## config.mk

```make
export PLATFORM = sky130hd
export DESIGN_NAME = icap_readback_ctrl
export DESIGN_NICKNAME = d
export VERILOG_FILES = /design/src/rtl/icap_readback_ctrl.sv
export SDC_FILE = /design/constraint.sdc
export NUM_CORES = 1
export LEC_CHECK = 0
export ABC_AREA = 1
export CORE_MARGIN = 5
export CORE_UTILIZATION = 48
export DETAILED_ROUTE_END_ITERATION = 8
export PLACE_DENSITY = 0.76
export RECOVER_POWER = 100
export SYNTH_ARGS = -nofsm -noshare
export SYNTH_HDL_FRONTEND = slang
export SYNTH_SLANG_ARGS = --single-unit
```

## constraint.sdc

```tcl
create_clock -name i_clk -period 2.8 [get_ports i_clk]
set_input_delay 0.42 -clock i_clk [delete_from_list [all_inputs] [get_ports i_clk]]
set_output_delay 0.42 -clock i_clk [all_outputs]
set_load 0.005 [all_outputs]
```

## src/rtl/icap_readback_ctrl.sv

```systemverilog
// icap_readback_ctrl: Virtex-6 ICAP configuration readback sequencer.
// Sends the sync/RCFG/FAR/FDRO command words, switches ICAP to read, captures
// the frame words into a small first-word-fall-through FIFO, then desyncs.
// Optional feature macro: RDBK_TIMEOUT_EN (abort READ after TIMEOUT_CYCLES
// consecutive BUSY cycles, flag o_error).
// Ports:
//   i_clk, i_rst_n                  clock, async active-low reset
//   i_start, i_frame_addr,
//   i_word_count                    run request (FAR, FDRO word count)
//   o_busy, o_done, o_error         status
//   o_rd_data, o_rd_valid,
//   i_rd_ready                      readback word stream
//   o_icap_csb, o_icap_rdwrb,
//   o_icap_i, i_icap_o, i_icap_busy ICAP_VIRTEX6 pins (X32)
module icap_readback_ctrl #(
  parameter int unsigned TIMEOUT_CYCLES = 4096,
  parameter int unsigned FIFO_DEPTH     = 4
) (
  input  logic        i_clk,
  input  logic        i_rst_n,
  input  logic        i_start,
  input  logic [31:0] i_frame_addr,
  input  logic [26:0] i_word_count,
  output logic        o_busy,
  output logic        o_done,
  output logic        o_error,
  output logic [31:0] o_rd_data,
  output logic        o_rd_valid,
  input  logic        i_rd_ready,
  output logic        o_icap_csb,
  output logic        o_icap_rdwrb,
  output logic [31:0] o_icap_i,
  input  logic [31:0] i_icap_o,
  input  logic        i_icap_busy
);
  localparam int unsigned AW = $clog2(FIFO_DEPTH);

  if (FIFO_DEPTH < 4 || (FIFO_DEPTH & (FIFO_DEPTH - 1)) != 0 || TIMEOUT_CYCLES == 0)
  begin : g_param_check
    $error("icap_readback_ctrl: FIFO_DEPTH must be a power of 2 >= 4, TIMEOUT_CYCLES > 0");
  end

  // ICAP expects each byte bit-reversed; the same swap undoes it on readback.
  function automatic logic [31:0] bitrev_bytes(input logic [31:0] w);
    logic [31:0] r;
    for (int b = 0; b < 4; b++) begin
      for (int i = 0; i < 8; i++) begin
        r[8*b+i] = w[8*b+7-i];
      end
    end
    return r;
  endfunction

  typedef enum logic [2:0] {StIdle, StCmd, StToRd, StRead, StToWr, StDesync} state_e;

  state_e      state_q, state_d;
  logic [3:0]  idx_q, idx_d;
  logic [31:0] far_q, far_d;
  logic [26:0] cnt_q, cnt_d;   // FDRO count during CMD, words remaining during READ
  logic        req_q;          // CSB was low last cycle
  logic        done_q;
  logic        csb, rdwrb, capture;
  logic [31:0] icap_word, cmd_word, desync_word;

  logic [31:0] mem_q [FIFO_DEPTH];
  logic [AW:0] wr_ptr_q, rd_ptr_q, fifo_cnt;
  logic        empty, full, pop;

  assign fifo_cnt = wr_ptr_q - rd_ptr_q;
  assign empty    = (fifo_cnt == '0);
  assign full     = (fifo_cnt == (AW+1)'(FIFO_DEPTH));
  assign pop      = !empty && i_rd_ready;

`ifdef RDBK_TIMEOUT_EN
  localparam int unsigned TW = $clog2(TIMEOUT_CYCLES + 1);
  logic [TW-1:0] to_cnt_q, to_cnt_d;
  logic          timeout;
  logic          error_q;
`endif

  always_comb begin
    cmd_word = 32'h2000_0000;
    case (idx_q)
      4'd0:    cmd_word = 32'hFFFF_FFFF;
      4'd1:    cmd_word = 32'hAA99_5566;
      4'd4:    cmd_word = 32'h3000_8001;
      4'd5:    cmd_word = 32'h0000_0004;
      4'd6:    cmd_word = 32'h3000_2001;
      4'd7:    cmd_word = far_q;
      4'd8:    cmd_word = 32'h2800_6000;
      4'd9:    cmd_word = 32'h4800_0000 | {5'b0, cnt_q};
      default: cmd_word = 32'h2000_0000;
    endcase
    desync_word = 32'h2000_0000;
    case (idx_q)
      4'd0:    desync_word = 32'h3000_8001;
      4'd1:    desync_word = 32'h0000_000D;
      default: desync_word = 32'h2000_0000;
    endcase
  end

  always_comb begin
    state_d   = state_q;
    idx_d     = idx_q;
    far_d     = far_q;
    cnt_d     = cnt_q;
    csb       = 1'b1;
    rdwrb     = 1'b0;
    icap_word = 32'h0;
    capture   = 1'b0;
`ifdef RDBK_TIMEOUT_EN
    to_cnt_d  = '0;
    timeout   = 1'b0;
`endif
    unique case (state_q)
      StIdle: begin
        if (i_start) begin
          state_d = StCmd;
          idx_d   = 4'd0;
          far_d   = i_frame_addr;
          cnt_d   = (i_word_count == '0) ? 27'd1 : i_word_count;
        end
      end
      StCmd: begin
        csb       = 1'b0;
        icap_word = cmd_word;
        idx_d     = idx_q + 4'd1;
        if (idx_q == 4'd11) begin
          state_d = StToRd;
          idx_d   = 4'd0;
        end
      end
      StToRd: begin
        rdwrb   = 1'b1;
        state_d = StRead;
      end
      StRead: begin
        rdwrb   = 1'b1;
        // Keep one free slot for the word requested last cycle.
        csb     = (fifo_cnt > (AW+1)'(FIFO_DEPTH - 2));
        capture = req_q && !i_icap_busy;
        if (capture) begin
          cnt_d = cnt_q - 27'd1;
          if (cnt_q == 27'd1) begin
            csb     = 1'b1;
            state_d = StToWr;
          end
        end
`ifdef RDBK_TIMEOUT_EN
        if (!capture && i_icap_busy && !csb) begin
          to_cnt_d = to_cnt_q + 1'b1;
          if (to_cnt_q == TW'(TIMEOUT_CYCLES - 1)) begin
            timeout = 1'b1;
            state_d = StToWr;
          end
        end
`endif
      end
      StToWr: begin
        state_d = StDesync;
        idx_d   = 4'd0;
      end
      StDesync: begin
        csb       = 1'b0;
        icap_word = desync_word;
        idx_d     = idx_q + 4'd1;
        if (idx_q == 4'd3) begin
          state_d = StIdle;
          idx_d   = 4'd0;
        end
      end
      default: state_d = StIdle;
    endcase
  end

  always_ff @(posedge i_clk or negedge i_rst_n) begin
    if (!i_rst_n) begin
      state_q  <= StIdle;
      idx_q    <= 4'd0;
      far_q    <= 32'h0;
      cnt_q    <= 27'd0;
      req_q    <= 1'b0;
      done_q   <= 1'b0;
      wr_ptr_q <= '0;
      rd_ptr_q <= '0;
    end else begin
      state_q <= state_d;
      idx_q   <= idx_d;
      far_q   <= far_d;
      cnt_q   <= cnt_d;
      req_q   <= !csb;
      done_q  <= (state_q == StDesync) && (state_d == StIdle);
      if (capture) wr_ptr_q <= wr_ptr_q + 1'b1;
      if (pop)     rd_ptr_q <= rd_ptr_q + 1'b1;
    end
  end

  always_ff @(posedge i_clk) begin
    if (capture) mem_q[wr_ptr_q[AW-1:0]] <= bitrev_bytes(i_icap_o);
  end

`ifdef RDBK_TIMEOUT_EN
  always_ff @(posedge i_clk or negedge i_rst_n) begin
    if (!i_rst_n) begin
      to_cnt_q <= '0;
      error_q  <= 1'b0;
    end else begin
      to_cnt_q <= to_cnt_d;
      if (state_q == StIdle && i_start) error_q <= 1'b0;
      else if (timeout)                 error_q <= 1'b1;
    end
  end
  assign o_error = error_q;
`else
  assign o_error = 1'b0;
`endif

  assert property (@(posedge i_clk) disable iff (!i_rst_n) !(capture && full));

  assign o_busy       = (state_q != StIdle);
  assign o_done       = done_q;
  assign o_rd_valid   = !empty;
  assign o_rd_data    = mem_q[rd_ptr_q[AW-1:0]];
  assign o_icap_csb   = csb;
  assign o_icap_rdwrb = rdwrb;
  assign o_icap_i     = bitrev_bytes(icap_word);
endmodule

```

==> results.tsv <==
metric	value	unit
status	complete, no violations	
clkLatencyLatePin	0.50	ns
drive_gt1_share	12.3	%
port_buffers	164	
mostFrequentLayoutCells	199 x nand2_1, 142 x nor2_1, 128 x edfxtp_1	
path_clk_slew	0.06	ns
irDropWorstVdd	0.000609	V
busiest_layer	met2	
fin_hold_ws	0.507	ns
cp-startpoint	idx_q[1]	
antennaDiodeCount	0	
r2r-start	state_q[2]	
critPathLaunchType	flop	
power_density	1070	nW/um^2
syn2layout_area_growth	30.8	%
worstSetupEndpoint	o_icap_i[18]	
dieWidth	153	um
path_cells	inv_2 > ha_4 > nand3_4 > buf_6 > o21ai_0 > o21ai_1 > inv_1 > clkdlybuf4s50_1	
ys_types	40	
drt_iter0_markers	588	
drc	0	
drv_cap	0	
cts_max_level	1	
cp_num_cells	8	
rrSetupSlack	0.34	ns
hpwl	18.2	mm
ios	166	
place.gp.congestion	0.950	
rows	52	
hold_path.class	reg -> reg	
fin_crit_sh	98.0	%
rsz0062_at_grt	true	
slowest_delay	0.50	ns
r2r_cells	9	
ys_seq_area_share	58.3	%
use_met1	29.4	%
grt_pass1_vias	7897	
grt_usage	22.3	%
syn_area_per_cell	9.60	sq um
drt_first_pass_iters	5	
syn_inst	1018	
ys_seq_elements	202	
crit_family	buffers and inverters	
worstPathBufferInverterCount	4	
final_util	63.4	%
grt_max_degree	46	
die_h	153	um
clockRootBuffer	clkbuf_16	
coreArea	20200	sq um
layout.nets	1314	
max_freq	365	MHz
clk_path_buf_depth	3	
start_util	48.5	%
fp.dieArea	23300	sq um
maxSlewViolCount	0	
power_leakage	5.35	nW
syn-cell-area	9770	sq um
setup_viol	0	
cpMaxStageDelayCell	clkdlybuf4s50_1	
final_common_cell	nand2_1	
fin_crit	2.74	ns
vias	8001	
ys_warn_count	0	
grt_overflow	0	
reg2reg_to	cnt_q[19]	
tightest_slew	1.15	ns
drt_wl_total	27.0	mm
cp_data_required_time	2.38	ns
setup_ws	0.0569	ns
critical_path_class	reg -> out	
final-hold-violation-count	0	
grtUsageMet2	36.9	%
wl_per_cell	18.1	um
ant_nets	0	
grt_antenna_before_repair	0	
cp-end-kind	output port	
cts_buffers	22	
worstPathArrival	2.32	ns
grt_pass1_wl	42.3	mm
maxSlewHeadroom	23.1	%
finClkSkew	0.0111	ns
use_met3	5.03	%
detail_route.vias_per_cell	5.37	
preCtsSetupSlack	0.149	ns
cts_sinks	202	
cts_tree	done	
worstPathMaxFanout	5	
syn_nets	1127	
logic make-up (layout without fill, tap and decap cells):
| family | after synthesis | after routing | synth area share [%] |
|---|---|---|---|
| other | 1 | 1 | 0.0384 |
| AOI/OAI and AO/OA | 193 | 193 | 11.3 |
| adders and majority gates | 13 | 13 | 1.74 |
| buffers and inverters | 145 | 348 | 6.27 |
| and+or+nand+nor | 424 | 424 | 18.0 |
| muxes | 32 | 32 | 3.69 |
| xor gates and xnor gates | 8 | 8 | 0.717 |
| DFF | 202 | 202 | 58.3 |
how the worst min path moves through the flow:
stage / cells past startpoint / slack (ns) / end / start
floorplan: 0 / 0.12 / cnt_q[0] / i_rst_n
global placement: 1 / 0.46 / far_q[11] / i_rst_n
detailed placement: 1 / 0.46 / far_q[11] / i_rst_n
CTS: 2 / 0.48 / far_q[1] / i_rst_n
global route: 2 / 0.51 / far_q[12] / i_frame_addr[12]
finish: 1 / 0.51 / far_q[13] / far_q[13]
report_power, final:
part	switching (mW)	internal [mW]
clock	1.18	1.90
sequential	0.468	3.77
combinational	3.55	2.84
metrics by stage:
stage	total power, mW	TNS [ns]	instances	instance area, sq um
floorplan	7.58	0	1018	9770
global placement	10.4	0	1435	11800
global route	14.6	-0.00962	1491	12800
detailed placement	10.5	0	1435	11800
finish	13.7	0	1491	12800
CTS	13.7	-0.0792	1485	12800
Yosys cell counts (all sizes together):
| library cell | instances | area [sq um] |
|---|---|---|
| clkbuf | 19 | 71.3 |
| nor2 | 151 | 599 |
| o211ai | 12 | 90.1 |
| and2 | 2 | 12.5 |
| a211oi | 1 | 7.51 |
| nor3 | 5 | 25.0 |
| nand4 | 9 | 56.3 |
| fa | 1 | 20.0 |
| edfxtp | 128 | 3840 |
| xnor2 | 2 | 17.5 |
| a21oi | 21 | 143 |
| o22ai | 37 | 231 |
| conb | 1 | 3.75 |
| o21ai | 116 | 584 |
| nand3b | 1 | 7.51 |
| o2111ai | 1 | 8.76 |
| dfrtp | 74 | 1850 |
| xor2 | 6 | 52.6 |
| nand3 | 50 | 255 |
| nand2 | 206 | 805 |
| clkinv | 1 | 8.76 |
| mux2 | 32 | 360 |
| ha | 12 | 150 |
| a31oi | 2 | 12.5 |
| a41oi | 1 | 8.76 |
| buf | 26 | 161 |
| inv | 99 | 372 |
| a22oi | 2 | 15.0 |
timing repair:
| item | CTS | global route |
|---|---|---|
| endpoints found under the setup margin | 53 | 22 |
| resized for setup | 63 | 32 |
| buffers inserted | 7 | 5 |
| pin swaps | 4 | 7 |
| endpoints found under the hold margin | 43 | 0 |
| hold buffers | 1 | 0 |
| gates cloned | 2 | 1 |
state kept, by name, summed over array words and instances, names as in the netlist:
register and flops:
far_q 32, state_q 3, cnt_q 27, wr_ptr_q 3, mem_q 128, idx_q 4, o_done 1, rd_ptr_q 3
req_q 1
final cells by class:
class	instances	area (sq um)
clock inverter	17	224
sequential	202	5700
inverter	100	388
fill	1638	7380
tap	270	338
multi-input combinational	671	3520
timing repair buffer	208	2060
clock buffer	23	554
per-layer routing:
layer,wire length [um],vias up
met1,11000,3780
li1,-,3819
met2,13000,342
met5,0,-
met4,926,0
met3,2050,60
Power figures use the tool's default switching activity.
